===== src/rtl/my_dvi_pkg.sv =====
// Shared constants and types for the my_dvi TMDS test-pattern source.
// Holds control tokens, default 640x480 timing and the disparity counter type.
package my_dvi_pkg;

    localparam int H_ACTIVE_DEF = 640;
    localparam int H_FP_DEF     = 16;
    localparam int H_SYNC_DEF   = 96;
    localparam int H_BP_DEF     = 48;
    localparam int V_ACTIVE_DEF = 480;
    localparam int V_FP_DEF     = 10;
    localparam int V_SYNC_DEF   = 2;
    localparam int V_BP_DEF     = 33;

    localparam logic [9:0] TOK_00 = 10'h354;
    localparam logic [9:0] TOK_01 = 10'h0AB;
    localparam logic [9:0] TOK_10 = 10'h154;
    localparam logic [9:0] TOK_11 = 10'h2AB;

    typedef logic signed [31:0] disp_t;

    function automatic logic [3:0] ones8(input logic [7:0] d);
        logic [3:0] n;
        n = '0;
        for (int i = 0; i < 8; i++) n = n + {3'b000, d[i]};
        return n;
    endfunction

endpackage


===== src/rtl/my_dvi_tmds_encoder.sv =====
// Combinational DVI 1.0 TMDS encoder for one lane.
// The caller owns the running-disparity register and feeds it back as prev_cnt.
module tmds_encoder
    import my_dvi_pkg::*;
(
    input  logic [7:0] d,
    input  logic       c0,
    input  logic       c1,
    input  logic       de,
    input  disp_t      prev_cnt,
    output logic [9:0] tmds,
    output disp_t      cnt
);

    logic [3:0] n1_d;
    logic [3:0] n1_q;
    logic       use_xnor;
    logic [8:0] q_m;
    disp_t      n1s;
    disp_t      n0s;
    disp_t      diff;

    always_comb begin
        n1_d     = ones8(d);
        use_xnor = (n1_d > 4'd4) || ((n1_d == 4'd4) && !d[0]);

        q_m    = '0;
        q_m[0] = d[0];
        for (int i = 1; i < 8; i++)
            q_m[i] = use_xnor ? ~(q_m[i-1] ^ d[i]) : (q_m[i-1] ^ d[i]);
        q_m[8] = ~use_xnor;

        n1_q = ones8(q_m[7:0]);
        n1s  = $signed({28'd0, n1_q});
        n0s  = 32'sd8 - n1s;
        diff = n1s - n0s;

        tmds = '0;
        cnt  = prev_cnt;
        if (!de) begin
            cnt = '0;
            case ({c1, c0})
                2'b00:   tmds = TOK_00;
                2'b01:   tmds = TOK_01;
                2'b10:   tmds = TOK_10;
                default: tmds = TOK_11;
            endcase
        end else if ((prev_cnt == 0) || (n1s == n0s)) begin
            tmds = {~q_m[8], q_m[8], q_m[8] ? q_m[7:0] : ~q_m[7:0]};
            cnt  = prev_cnt + (q_m[8] ? diff : -diff);
        end else if (((prev_cnt > 0) && (n1s > n0s)) || ((prev_cnt < 0) && (n0s > n1s))) begin
            tmds = {1'b1, q_m[8], ~q_m[7:0]};
            cnt  = prev_cnt + (q_m[8] ? 32'sd2 : 32'sd0) - diff;
        end else begin
            tmds = {1'b0, q_m[8], q_m[7:0]};
            cnt  = prev_cnt - (q_m[8] ? 32'sd0 : 32'sd2) + diff;
        end
    end

endmodule


===== src/rtl/my_dvi.sv =====
// DVI/TMDS test-pattern source: timing, three TMDS encoders, 10:1 serialisers.
// Define MY_DVI_COLOR_BARS_EN for 8 colour bars; otherwise active video is mid-grey.
module my_dvi
    import my_dvi_pkg::*;
#(
    parameter int H_ACTIVE = H_ACTIVE_DEF,
    parameter int H_FP     = H_FP_DEF,
    parameter int H_SYNC   = H_SYNC_DEF,
    parameter int H_BP     = H_BP_DEF,
    parameter int V_ACTIVE = V_ACTIVE_DEF,
    parameter int V_FP     = V_FP_DEF,
    parameter int V_SYNC   = V_SYNC_DEF,
    parameter int V_BP     = V_BP_DEF
) (
    input  logic        tmds_clk,
    input  logic        rst_n,
    output logic        signal_R,
    output logic        signal_G,
    output logic        signal_B,
    output logic [9:0]  tst_tmds_r,
    output logic signed [31:0] tst_PrevBitCntR
);

    localparam logic [15:0] HA_W   = 16'(H_ACTIVE);
    localparam logic [15:0] HT_W   = 16'(H_ACTIVE + H_FP + H_SYNC + H_BP);
    localparam logic [15:0] HS_BEG = 16'(H_ACTIVE + H_FP);
    localparam logic [15:0] HS_END = 16'(H_ACTIVE + H_FP + H_SYNC);
    localparam logic [15:0] VA_W   = 16'(V_ACTIVE);
    localparam logic [15:0] VT_W   = 16'(V_ACTIVE + V_FP + V_SYNC + V_BP);
    localparam logic [15:0] VS_BEG = 16'(V_ACTIVE + V_FP);
    localparam logic [15:0] VS_END = 16'(V_ACTIVE + V_FP + V_SYNC);

    logic [3:0]  bit_cnt;
    logic [15:0] h_cnt;
    logic [15:0] v_cnt;
    logic        pix_stb;
    logic        de;
    logic        hsync;
    logic        vsync;
    logic [7:0]  pix_r, pix_g, pix_b;
    logic [9:0]  sh_r, sh_g, sh_b;
    logic [9:0]  enc_r, enc_g, enc_b;
    disp_t       cnt_r, cnt_g, cnt_b;
    disp_t       nxt_r, nxt_g, nxt_b;

    assign pix_stb = (bit_cnt == 4'd9);
    assign de      = (h_cnt < HA_W) && (v_cnt < VA_W);
    assign hsync   = !((h_cnt >= HS_BEG) && (h_cnt < HS_END));
    assign vsync   = !((v_cnt >= VS_BEG) && (v_cnt < VS_END));

`ifdef MY_DVI_COLOR_BARS_EN
    localparam int BAR_W = H_ACTIVE / 8;
    logic [2:0] idx;

    // Threshold chain instead of a divider: bar index is the number of bar edges passed.
    always_comb begin
        idx = '0;
        for (int k = 1; k < 8; k++)
            if (h_cnt >= 16'(k * BAR_W)) idx = 3'(k);
    end

    assign pix_r = {8{~idx[1]}};
    assign pix_g = {8{~idx[2]}};
    assign pix_b = {8{~idx[0]}};
`else
    assign pix_r = 8'h80;
    assign pix_g = 8'h80;
    assign pix_b = 8'h80;
`endif

    tmds_encoder u_enc_r (
        .d(pix_r), .c0(1'b0), .c1(1'b0), .de(de),
        .prev_cnt(cnt_r), .tmds(enc_r), .cnt(nxt_r)
    );
    tmds_encoder u_enc_g (
        .d(pix_g), .c0(1'b0), .c1(1'b0), .de(de),
        .prev_cnt(cnt_g), .tmds(enc_g), .cnt(nxt_g)
    );
    tmds_encoder u_enc_b (
        .d(pix_b), .c0(hsync), .c1(vsync), .de(de),
        .prev_cnt(cnt_b), .tmds(enc_b), .cnt(nxt_b)
    );

    always_ff @(posedge tmds_clk or negedge rst_n) begin
        if (!rst_n) begin
            bit_cnt    <= '0;
            h_cnt      <= '0;
            v_cnt      <= '0;
            sh_r       <= '0;
            sh_g       <= '0;
            sh_b       <= '0;
            cnt_r      <= '0;
            cnt_g      <= '0;
            cnt_b      <= '0;
            tst_tmds_r <= '0;
        end else begin
            bit_cnt <= pix_stb ? 4'd0 : bit_cnt + 4'd1;
            if (pix_stb) begin
                sh_r       <= enc_r;
                sh_g       <= enc_g;
                sh_b       <= enc_b;
                tst_tmds_r <= enc_r;
                cnt_r      <= nxt_r;
                cnt_g      <= nxt_g;
                cnt_b      <= nxt_b;
                if (h_cnt == HT_W - 16'd1) begin
                    h_cnt <= '0;
                    v_cnt <= (v_cnt == VT_W - 16'd1) ? 16'd0 : v_cnt + 16'd1;
                end else begin
                    h_cnt <= h_cnt + 16'd1;
                end
            end else begin
                sh_r <= {1'b0, sh_r[9:1]};
                sh_g <= {1'b0, sh_g[9:1]};
                sh_b <= {1'b0, sh_b[9:1]};
            end
        end
    end

    // The shift registers reset to zero, so the lanes read zero until the first load.
    assign signal_R        = sh_r[0];
    assign signal_G        = sh_g[0];
    assign signal_B        = sh_b[0];
    assign tst_PrevBitCntR = cnt_r;

endmodule


===== config.mk =====
export PLATFORM = sky130hd
export DESIGN_NAME = my_dvi
export DESIGN_NICKNAME = d
export VERILOG_FILES = /design/src/rtl/my_dvi_pkg.sv /design/src/rtl/my_dvi_tmds_encoder.sv /design/src/rtl/my_dvi.sv
export SDC_FILE = /design/constraint.sdc
export NUM_CORES = 1
export LEC_CHECK = 0
export ABC_AREA = 1
export CELL_PAD_IN_SITES_DETAIL_PLACEMENT = 0
export CELL_PAD_IN_SITES_GLOBAL_PLACEMENT = 2
export CORE_MARGIN = 1
export CORE_UTILIZATION = 37
export CTS_CLUSTER_DIAMETER = 80
export CTS_CLUSTER_SIZE = 28
export DETAILED_ROUTE_END_ITERATION = 12
export PLACE_DENSITY = 0.81
export SLEW_MARGIN = 20
export SYNTH_ARGS = -nofsm -noshare
export SYNTH_HDL_FRONTEND = slang
export SYNTH_HIERARCHICAL = 1
export SYNTH_SLANG_ARGS = --single-unit

===== constraint.sdc =====
create_clock -name tmds_clk -period 3.48 [get_ports tmds_clk]
set_input_delay 0.696 -clock tmds_clk [delete_from_list [all_inputs] [get_ports tmds_clk]]
set_output_delay 0.696 -clock tmds_clk [all_outputs]
set_load 0.005 [all_outputs]

# [After elaboration in Yosys (flattened, before gate mapping)]
# Cells that the tools add are included.
[word_totals] wordCells=71 output_inout_bits=45 input_bits=2 register_bits=172
[op_classes] n_eq_ne=5 n_mux=25 order_cmp=9 add_sub_neg=12 n_reduce_logical=10
[op_table] cell="$mux W32" n=9
[op_table] cell="$mux W10" n=12
[op_table] cell="$add A32 B3 Y32 const B" n=3
[op_table] cell="$add A32 B4 Y32 const B" n=3
[op_table] cell="$logic_not A32 Y1" n=3
[op_table] cell="$lt A32 B1 Y1 const B" n=3
[op_table] cell="$sub A32 B4 Y32 const B" n=3
[op_table] cell="$add A16 B1 Y16 const B" n=2
[op_table] cell="$eq A16 B10 Y1 const B" n=2
[op_table] cell="$lt A16 B10 Y1 const B" n=2
[op_table] cell="$lt A16 B9 Y1 const B" n=2
[op_table] cell="$mux W16" n=2
[op_table] cell="$pmux W10 S3" n=1
[op_table] cell="$ge A16 B10 Y1 const B" n=1
[op_table] cell="$ge A16 B9 Y1 const B" n=1
[op_table] cell="$add A4 B1 Y4 const B" n=1
[op_table] cell="$eq A4 B4 Y1 const B" n=1
[op_table] cell="$mux W4" n=1
[op_table] cell="$logic_and A1 B1 Y1" n=3
[op_table] cell="$eq A2 B1 Y1 const B" n=1
[op_table] cell="$eq A2 B2 Y1 const B" n=1
[op_table] cell="$logic_not A1 Y1" n=2
[op_table] cell="$logic_not A2 Y1" n=1
[op_table] cell="$reduce_and A2 Y1" n=1

# [Logic depth before layout (Yosys ltp)]
# Gate-level depths: netlist (run 1).
[logic_depth] ltp_word=7 mapped_depth=59

# [Modules after synthesis]
# Netlist (run 1), hierarchy kept.
[by_module_without_submodules] module="tmds_encoder (u_enc_b)" n_inst=1 area_each_um2=8172.8 seq_area_each_um2=0.0 cells_each=1405
[by_module_without_submodules] module="tmds_encoder (u_enc_g)" n_inst=1 area_each_um2=7792.5 seq_area_each_um2=0.0 cells_each=1311
[by_module_without_submodules] module="tmds_encoder (u_enc_r)" n_inst=1 area_each_um2=7791.2 seq_area_each_um2=0.0 cells_each=1305
[by_module_without_submodules] module="my_dvi" n_inst=1 area_each_um2=7350.8 seq_area_each_um2=4304.1 cells_each=885

# [Least setup slack after synthesis (run 1)]
# No wires, ideal clock.
[synth_timing] kind="register -> register" startpoint="register cnt_r[1] (netlist: tst_PrevBitCntR[1])" endpoint="register cnt_r[27] (netlist: tst_PrevBitCntR[27])" t_arrival_ps=3033 stages_incl_launch_ff=20 required_ps=3364 slack_ps=330 period_less_slack_ps=3150 cell_sequence="dfrtp_1 inv_1 fa_1 fa_1 o31ai_2 nand2_1 nand2_1 nand2_1 nand2_1 nand2_1 nand2_1 nand2_1 o21ai_0 nand2_1 nand3_1 nand2_1 o22ai_1 a21oi_1 nand2_1 nand2_1"
[synth_via] elab_chain_len=5 word_cells_on_any_way=8 classes_between="3 x add/sub; 1 x order compare; 3 x mux; 1 x reduce/logical"
[synth_rtl] item="from (decl)" line_no="my_dvi.sv:43" rtl="disp_t cnt_r, cnt_g, cnt_b;"
[synth_rtl] item="from (signal assigned)" line_no="my_dvi.sv:103" rtl="cnt_r <= nxt_r;"
[synth_rtl] item="$add A32 B3 Y32" line_no="my_dvi_tmds_encoder.sv:53" rtl="cnt = prev_cnt + (q_m[8] ? 32'sd2 : 32'sd0) - diff;"
[synth_rtl] item="$sub A32 B4 Y32" line_no="my_dvi_tmds_encoder.sv:53"
[synth_rtl] item="$mux W32" line_no="my_dvi_tmds_encoder.sv:51" rtl="end else if (((prev_cnt > 0) && (n1s > n0s)) || ((prev_cnt < 0) && (n0s > n1s))) begin"
[synth_rtl] item="$mux W32 *" line_no="my_dvi_tmds_encoder.sv:48" rtl="end else if ((prev_cnt == 0) || (n1s == n0s)) begin"
[synth_rtl] item="$mux W32 *" line_no="my_dvi_tmds_encoder.sv:40" rtl="if (!de) begin"
[synth_rtl] item="named net nxt_r[27]" line_no="my_dvi.sv:44" rtl="disp_t nxt_r, nxt_g, nxt_b;"
# Mark *: on every way through the listed nets, which the timed path passes. The rest lies on a longest branch.
# A chain may end at the register's enable or synchronous reset.

# [Final worst setup path (run 1)]
# Ends and elaborated chain as after synthesis.

==> results of run 1 <==
[per-stage QoR]
step                instance area, sq um  setup slack (ns)  hold slack, ns  TNS (ns)  util, %
finish                             34900             0.230           0.219         0     42.2
global route                       34900           -0.0159           0.247   -0.0465     42.2
CTS                                34700            0.0110           0.205         0     42.0
detailed placement                 34000           0.00271           0.432         0     41.2
global placement                   34000            0.0427           0.431         0     41.2
floorplan                          31400             0.330           0.400         0        -
[cell usage in the layout (no fill, tap or decap), drive strengths merged, types with 3 or more instances in the layout]
cell type | Yosys | layout
nand4 | 49 | 49
and3 | 7 | 7
nand3b | 5 | 5
a221oi | 19 | 19
xnor2 | 74 | 74
o21ai | 346 | 346
nor2 | 363 | 363
nand3 | 237 | 237
o21a | 14 | 14
clkbuf | 29 | 18
dfrtp | 172 | 172
o211ai | 11 | 11
conb | 2 | 81
ha | 505 | 505
o22ai | 6 | 6
a22oi | 3 | 3
clkinv | 2 | 9
o221ai | 10 | 10
buf | 64 | 165
a211oi | 26 | 26
nand2 | 1340 | 1340
a31oi | 43 | 43
xor2 | 85 | 85
clkdlybuf4s50 | 0 | 45
o21bai | 24 | 24
a21oi | 449 | 449
or2 | 19 | 19
a21boi | 31 | 31
o2111ai | 3 | 3
fa | 42 | 42
a21o | 27 | 27
nor4 | 11 | 11
inv | 796 | 803
o31ai | 10 | 10
nor3 | 65 | 65
and2 | 6 | 6
[area by class of cell]
cell class                      instances  area share [%]
Tap cell                             1070            3.84
Clock inverter                         15           0.610
Timing Repair Buffer                  211            5.13
Multi-Input combinational cell       3922            68.3
Sequential cell                       172            12.3
Inverter                              798            8.58
Clock buffer                           17            1.22
[path summary, 6_finish.rpt]
path	startpoint	end	slack [ns]	depth (start not counted)
max in group asynchronous	rst_n	cnt_g[21]	2.45	2
min reg2reg	sh_b[3]	sh_b[2]	0.44	2
min in group tmds_clk	sh_b[3]	sh_b[2]	0.44	2
min	rst_n	cnt_g[4]	0.22	1
max reg2reg	tst_PrevBitCntR[1]	tst_PrevBitCntR[27]	0.23	19
max	tst_PrevBitCntR[1]	tst_PrevBitCntR[27]	0.23	19
[kinds of logic after synthesis]
kind of cell               count (synthesis)
xor gates and xnor gates                 159
AOI/OAI and AO/OA                       1031
buffers and inverters                    891
DFF                                      172
adders and majority gates                547
other                                      2
and+or+nand+nor                         2104
[flip-flops by register name (all words and copies together) (netlist names)]
register,flops
bit_cnt,4
cnt_b,32
cnt_g,32
h_cnt,16
sh_b,10
sh_g,10
sh_r,10
tst_PrevBitCntR,32
tst_tmds_r,10
v_cnt,16
[worst register-to-register path: cells and delay by family, from the launching register on]
family	cells	cell delay [ns]
flops	1	0.35
buf+inv	1	0.10
compound gates	4	0.73
fa+ha+maj	2	0.97
simple gates	12	1.01
[metal layers]
metal | part of all wire [%] | vias up | global-route usage, %
met2 | 46 | 527 | 41.2
met3 | 3.1 | 70 | 2.07
met4 | 1.5 | 0 | 5.33
met1 | 50 | 14400 | 35.2
li1 | - | 16400 | -
met5 | 0 | - | 0
[what timing repair did]
| action | CTS | global route |
|---|---|---|
| setup buffers | 0 | 8 |
| setup endpoints to repair | 1 | 33 |
| pin swaps | 0 | 14 |
| resized for setup | 1 | 61 |
==> flow_metrics.env, run 1 <==
export IMPL_cpMostUsedCell="nand2_1"
export IMPL_die_area_sq_um=85200
export IMPL_dr_first_iter_drc_count=1967
export IMPL_cp_data_arrival_time_ns=3.66
export IMPL_ys_ff_latch=172
export IMPL_path_cells="inv_1, fa_2, fa_1, o31ai_2, nand2_1, nand2_2, nand2_1, nand2_1, nand2_1, nand2_1, nand2_1, o21ai_2, nand2_1, nand3_1, nand2_1, o22ai_1, a21oi_1, nand2_1, nand2_1"
export IMPL_track_usage_pct=25.0
export IMPL_cp_end_kind="flop"
export IMPL_clock_latency_ns=0.53
export IMPL_cp_slowest_cell="fa_2"
export IMPL_area_growth_pct=12.2
export IMPL_syn_cell_area_sq_um=31100
export IMPL_cts_tree="built"
export IMPL_clockBufferDepth=2
export IMPL_rows=105
export IMPL_layoutNonFillerInstCount=6205
export IMPL_required_ns=3.89
export IMPL_vias=31400
export IMPL_synth_top_flop_cell="dfrtp_1"
export IMPL_synth_compound_area_share_pct=18.9
export IMPL_grt_max_degree=74
export IMPL_drt_pass1_iterations=6
export IMPL_maxSlewHeadroom_pct=42.3
export IMPL_synth_edff_count=0
export IMPL_synth_commonest_cells="nand2_1, inv_1, ha_1"
export IMPL_grt_overflow=0
export IMPL_io_pins=47
export IMPL_h_tree_depth=4
export IMPL_hpwlAfterDp_microns=87000
export IMPL_final_fill_count=9086
export IMPL_worstPathMaxFanout=4
export IMPL_yosysTopAreaCell="ha_1"
export IMPL_start_util_pct=37.6
export IMPL_synth_area_leaders="ha_1, nand2_1, dfrtp_1"
export IMPL_yosysTopAreaCellShare_pct=20.3
export IMPL_synth_avg_cell_area_sq_um=6.34
export IMPL_fin_crit_sh_pct=93.4
export IMPL_multi_input_area_sq_um=23800
export IMPL_route_detailed_drc=0
export IMPL_coreArea_sq_um=82600
export IMPL_die_h_microns=292
export IMPL_critPathTopFamily="simple AND/OR/NAND/NOR gates"
export IMPL_final_hold_violation_count=0
export IMPL_antenna_left=0
export IMPL_muxShareOfSynthArea_pct=0
export IMPL_layout_min_cycle_time_ns=3.25
export IMPL_max_freq_ghz=0.308
export IMPL_clkTransAtPathRegs_ns=0.08
export IMPL_synthSimpleGateAreaFrac_pct=28.6
export IMPL_finalSetupViolCount=0
export IMPL_synth_top_family_by_area="simple AND/OR/NAND/NOR gates"
export IMPL_wire_per_inst_microns=17.2
export IMPL_cp_num_buf_inv=1
export IMPL_synth_warning_count=6
export IMPL_synth_cell_types=65
export IMPL_status="complete, no violations"
export IMPL_die_w_microns=292
export IMPL_maxCapViolCount=0
export IMPL_ctsHoldBuffers=0
export IMPL_critPathLaunchType="flop"
export IMPL_maxSlewViolCount=0
export IMPL_drive_gt1_share_pct=7.52
export IMPL_cpPeakStageDelay_ns=0.54
export IMPL_cts_buffers=17
export IMPL_yosysMostFrequentCell="nand2_1"
export IMPL_synthCells=4906
export IMPL_synth_xor_area_share_pct=4.48
export IMPL_vias_per_cell=5.06
export IMPL_clock_sinks=172
export IMPL_skew_ns=0.0292
export IMPL_seq_area_sq_um=4300
export IMPL_io_buffers=46
export IMPL_cts_root_buf="clkbuf_16"
export IMPL_grt_pass1_vias=30000
export IMPL_gp_congestion=0.902
export IMPL_antenna_found_initial=0
export IMPL_antennaDiodeCount=0
export IMPL_nets=5671
export IMPL_synth_seq_area_share_pct=13.8
export IMPL_tightestPinTransition_ns=0.863
export IMPL_dp_cells=6165
export IMPL_synth_fa_ha_area_share_pct=23.0
export IMPL_hold_path_class="primary input to async pin"
export IMPL_wirelength_microns=107000
export IMPL_grt_pass1_wl_microns=168000
export IMPL_criticalPathCategory="flop to flop"
export IMPL_async_reset_ff_share_pct=100
Power of run 1 is left out: the tool's default activity adds up to more than one toggle a clock period on the data nets, which glitch-free logic cannot reach.
==> run 2: changes to the inputs <==
Settings changed: GPL_TIMING_DRIVEN set to 1.
==> results of run 2 <==
Final layout, timing and power as in run 1 (identical DEF).
Power of run 2 is left out for the same reason.
==> run 3: changes to the inputs <==
Settings changed: ABC_AREA 1 to unset, CORE_UTILIZATION 37 to 39, CTS_CLUSTER_SIZE 28 to 25, PLACE_DENSITY 0.81 to 0.8, SKIP_LAST_GASP set to 1.
==> flow_metrics.env, run 3 <==
export IMPL_rows=99
export IMPL_coreArea_sq_um=73100
export IMPL_syn_cell_area_sq_um=28800
export IMPL_track_usage_pct=24.9
export IMPL_wirelength_microns=93600
export IMPL_cts_root_buf="clkbuf_16"
export IMPL_antenna_found_initial=0
export IMPL_vias=27500
export IMPL_grtUsageMet3_pct=2.06
export IMPL_drt_pass1_iterations=6
export IMPL_synth_commonest_cells="nand2_1, ha_1, inv_1"
export IMPL_final_hold_violation_count=0
export IMPL_post_dp_cell_area_sq_um=32400
export IMPL_ctsHoldBuffers=0
export IMPL_layout_common_cells="nand2_1, ha_1, inv_1"
export IMPL_final_common_cell="nand2_1"
export IMPL_setup_tns_ns=-0.0439
export IMPL_clock_sinks=172
export IMPL_ys_ff_latch=172
export IMPL_path_cells="inv_2, buf_6, fa_1, buf_6, fa_2, nor2b_2, o31a_1, o22a_1, and2_4, o21ai_4, a211oi_2, buf_4, a21o_1, a21oi_2, xnor2_1, a221o_1, nand2_1, nand2_1"
export IMPL_violations="setup timing"
export IMPL_grt_pass1_wl_microns=148000
export IMPL_clkTransAtPathRegs_ns=0.08
export IMPL_busiest_layer="met2"
export IMPL_wire_per_inst_microns=18.3
export IMPL_synth_cell_types=108
export IMPL_vias_per_cell=5.38
export IMPL_synth_warning_count=6
export IMPL_antenna_left=0
export IMPL_required_ns=3.87
export IMPL_design_area_sq_um=34000
export IMPL_cpPeakStageDelay_ns=0.47
export IMPL_yosysMostFrequentCell="nand2_1"
export IMPL_nets=4701
export IMPL_hpwlAfterDp_microns=71700
export IMPL_finalSetupViolCount=2
export IMPL_yosysTopAreaCellShare_pct=21.9
export IMPL_route_detailed_drc=0
export IMPL_max_freq_ghz=0.284
export IMPL_die_w_microns=274
export IMPL_drive_gt1_share_pct=13.2
export IMPL_use_met2_pct=42.2
export IMPL_criticalPathCategory="flop to flop"
export IMPL_cp_slowest_cell="fa_1"
export IMPL_layout_min_cycle_time_ns=3.52
export IMPL_h_tree_depth=4
export IMPL_synth_edff_count=0
export IMPL_grt_pass1_vias=26700
export IMPL_fin_ws_ns=-0.0393
export IMPL_synth_avg_cell_area_sq_um=7.50
export IMPL_io_pins=47
export IMPL_skew_ns=0.0140
export IMPL_synth_seq_area_share_pct=14.9
export IMPL_gr_usage_met1_pct=34.2
export IMPL_cts_buffers=17
export IMPL_synthCells=3844
export IMPL_maxSlewHeadroom_pct=39.6
export IMPL_io_buffers=46
export IMPL_hold_path_class="primary input to async pin"
export IMPL_yosysTopAreaCell="ha_1"
export IMPL_worstPathMaxFanout=2
export IMPL_async_reset_ff_share_pct=100
export IMPL_cts_tree="built"
export IMPL_clock_latency_ns=0.50
export IMPL_grt_overflow=0
export IMPL_die_area_sq_um=75000
export IMPL_synth_top_flop_cell="dfrtp_1"
export IMPL_start_util_pct=39.5
export IMPL_clockBufferDepth=2
export IMPL_antennaDiodeCount=0
export IMPL_cp_data_arrival_time_ns=3.91
export IMPL_status="finished, violations left"
export IMPL_final_fill_count=7652
export IMPL_area_growth_pct=18.1
export IMPL_critPathLaunchType="flop"
export IMPL_synth_area_leaders="ha_1, dfrtp_1, nand2_1"
export IMPL_rsz0062_at_grt="yes"
export IMPL_dr_first_iter_drc_count=1825
export IMPL_maxCapViolCount=0
export IMPL_gp_congestion=0.881
export IMPL_die_h_microns=274
export IMPL_fin_crit_sh_pct=101
export IMPL_tightestPinTransition_ns=0.902
export IMPL_grt_max_degree=101
export IMPL_maxSlewViolCount=0
export IMPL_cp_end_kind="flop"
run 3: area by class of cell:
type	instances	area, sq um	share of cell area, %
multi-input combinational	3191	23500	69.0
clock buffer	19	453	1.33
timing repair buffer	353	2890	8.49
tap	959	1200	3.52
inverter	417	1570	4.60
sequential	172	4300	12.6
clock inverter	13	130	0.382
run 3: cell families (layout without fill, tap and decap cells):
family          count (synthesis)  after routing  synth area share (%)
xor+xnor                      295            295                  9.35
mux                            18             18                 0.638
fa+ha+maj                     547            547                  24.8
flops                         172            172                  14.9
compound gates                992            992                  22.7
other cells                     2             53                0.0260
buf+inv                       532            802                  7.09
simple gates                 1286           1286                  20.5
run 3: what timing repair did:
| action | CTS | global route |
|---|---|---|
| gates resized for setup | 72 | 106 |
| endpoints found under the setup margin | 35 | 40 |
| buffers inserted | 18 | 11 |
| pin swaps | 65 | 103 |
run 3: final timing paths:
path / startpoint / end / slack (ns) / cells past startpoint
setup / recovery: cnt_g[1] / cnt_g[15] / -0.04 / 18
hold / removal: rst_n / sh_g[2] / 0.15 / 1
setup reg to reg: cnt_g[1] / cnt_g[15] / -0.04 / 18
hold reg to reg: sh_g[8] / sh_g[7] / 0.45 / 2
max in group asynchronous: rst_n / cnt_b[20] / 2.55 / 2
min in group tmds_clk: sh_g[8] / sh_g[7] / 0.45 / 2
run 3: per-stage QoR:
stage / hold WS, ns / utilization [%] / std cells / setup slack (ns)
after floorplan: 0.400 / - / 3895 / 0.0369
after global placement: 0.425 / 44.4 / 5066 / -0.180
after detailed placement: 0.428 / 44.4 / 5066 / -0.227
after CTS: 0.145 / 45.9 / 5115 / -0.0739
after global routing: 0.177 / 46.6 / 5124 / -0.175
final: 0.152 / 46.6 / 5124 / -0.0393
run 3: metal layers:
layer	part of all wire [%]	vias to the layer above
met5	0	-
met4	1.6	0
met3	2.5	86
met2	47	418
met1	49	13000
li1	-	14000
run 3: worst max-delay path, delay by kind of cell (launching register included):
kind | cells | cell delay (ns)
AND/OR/NAND/NOR | 4 | 0.43
flip-flops | 1 | 0.38
AO/OA/AOI/OAI | 7 | 1.16
XOR/XNOR | 1 | 0.13
adder cells (fa/ha/maj) | 2 | 0.86
buffers and inverters | 4 | 0.46
Power of run 3 is left out for the same reason.
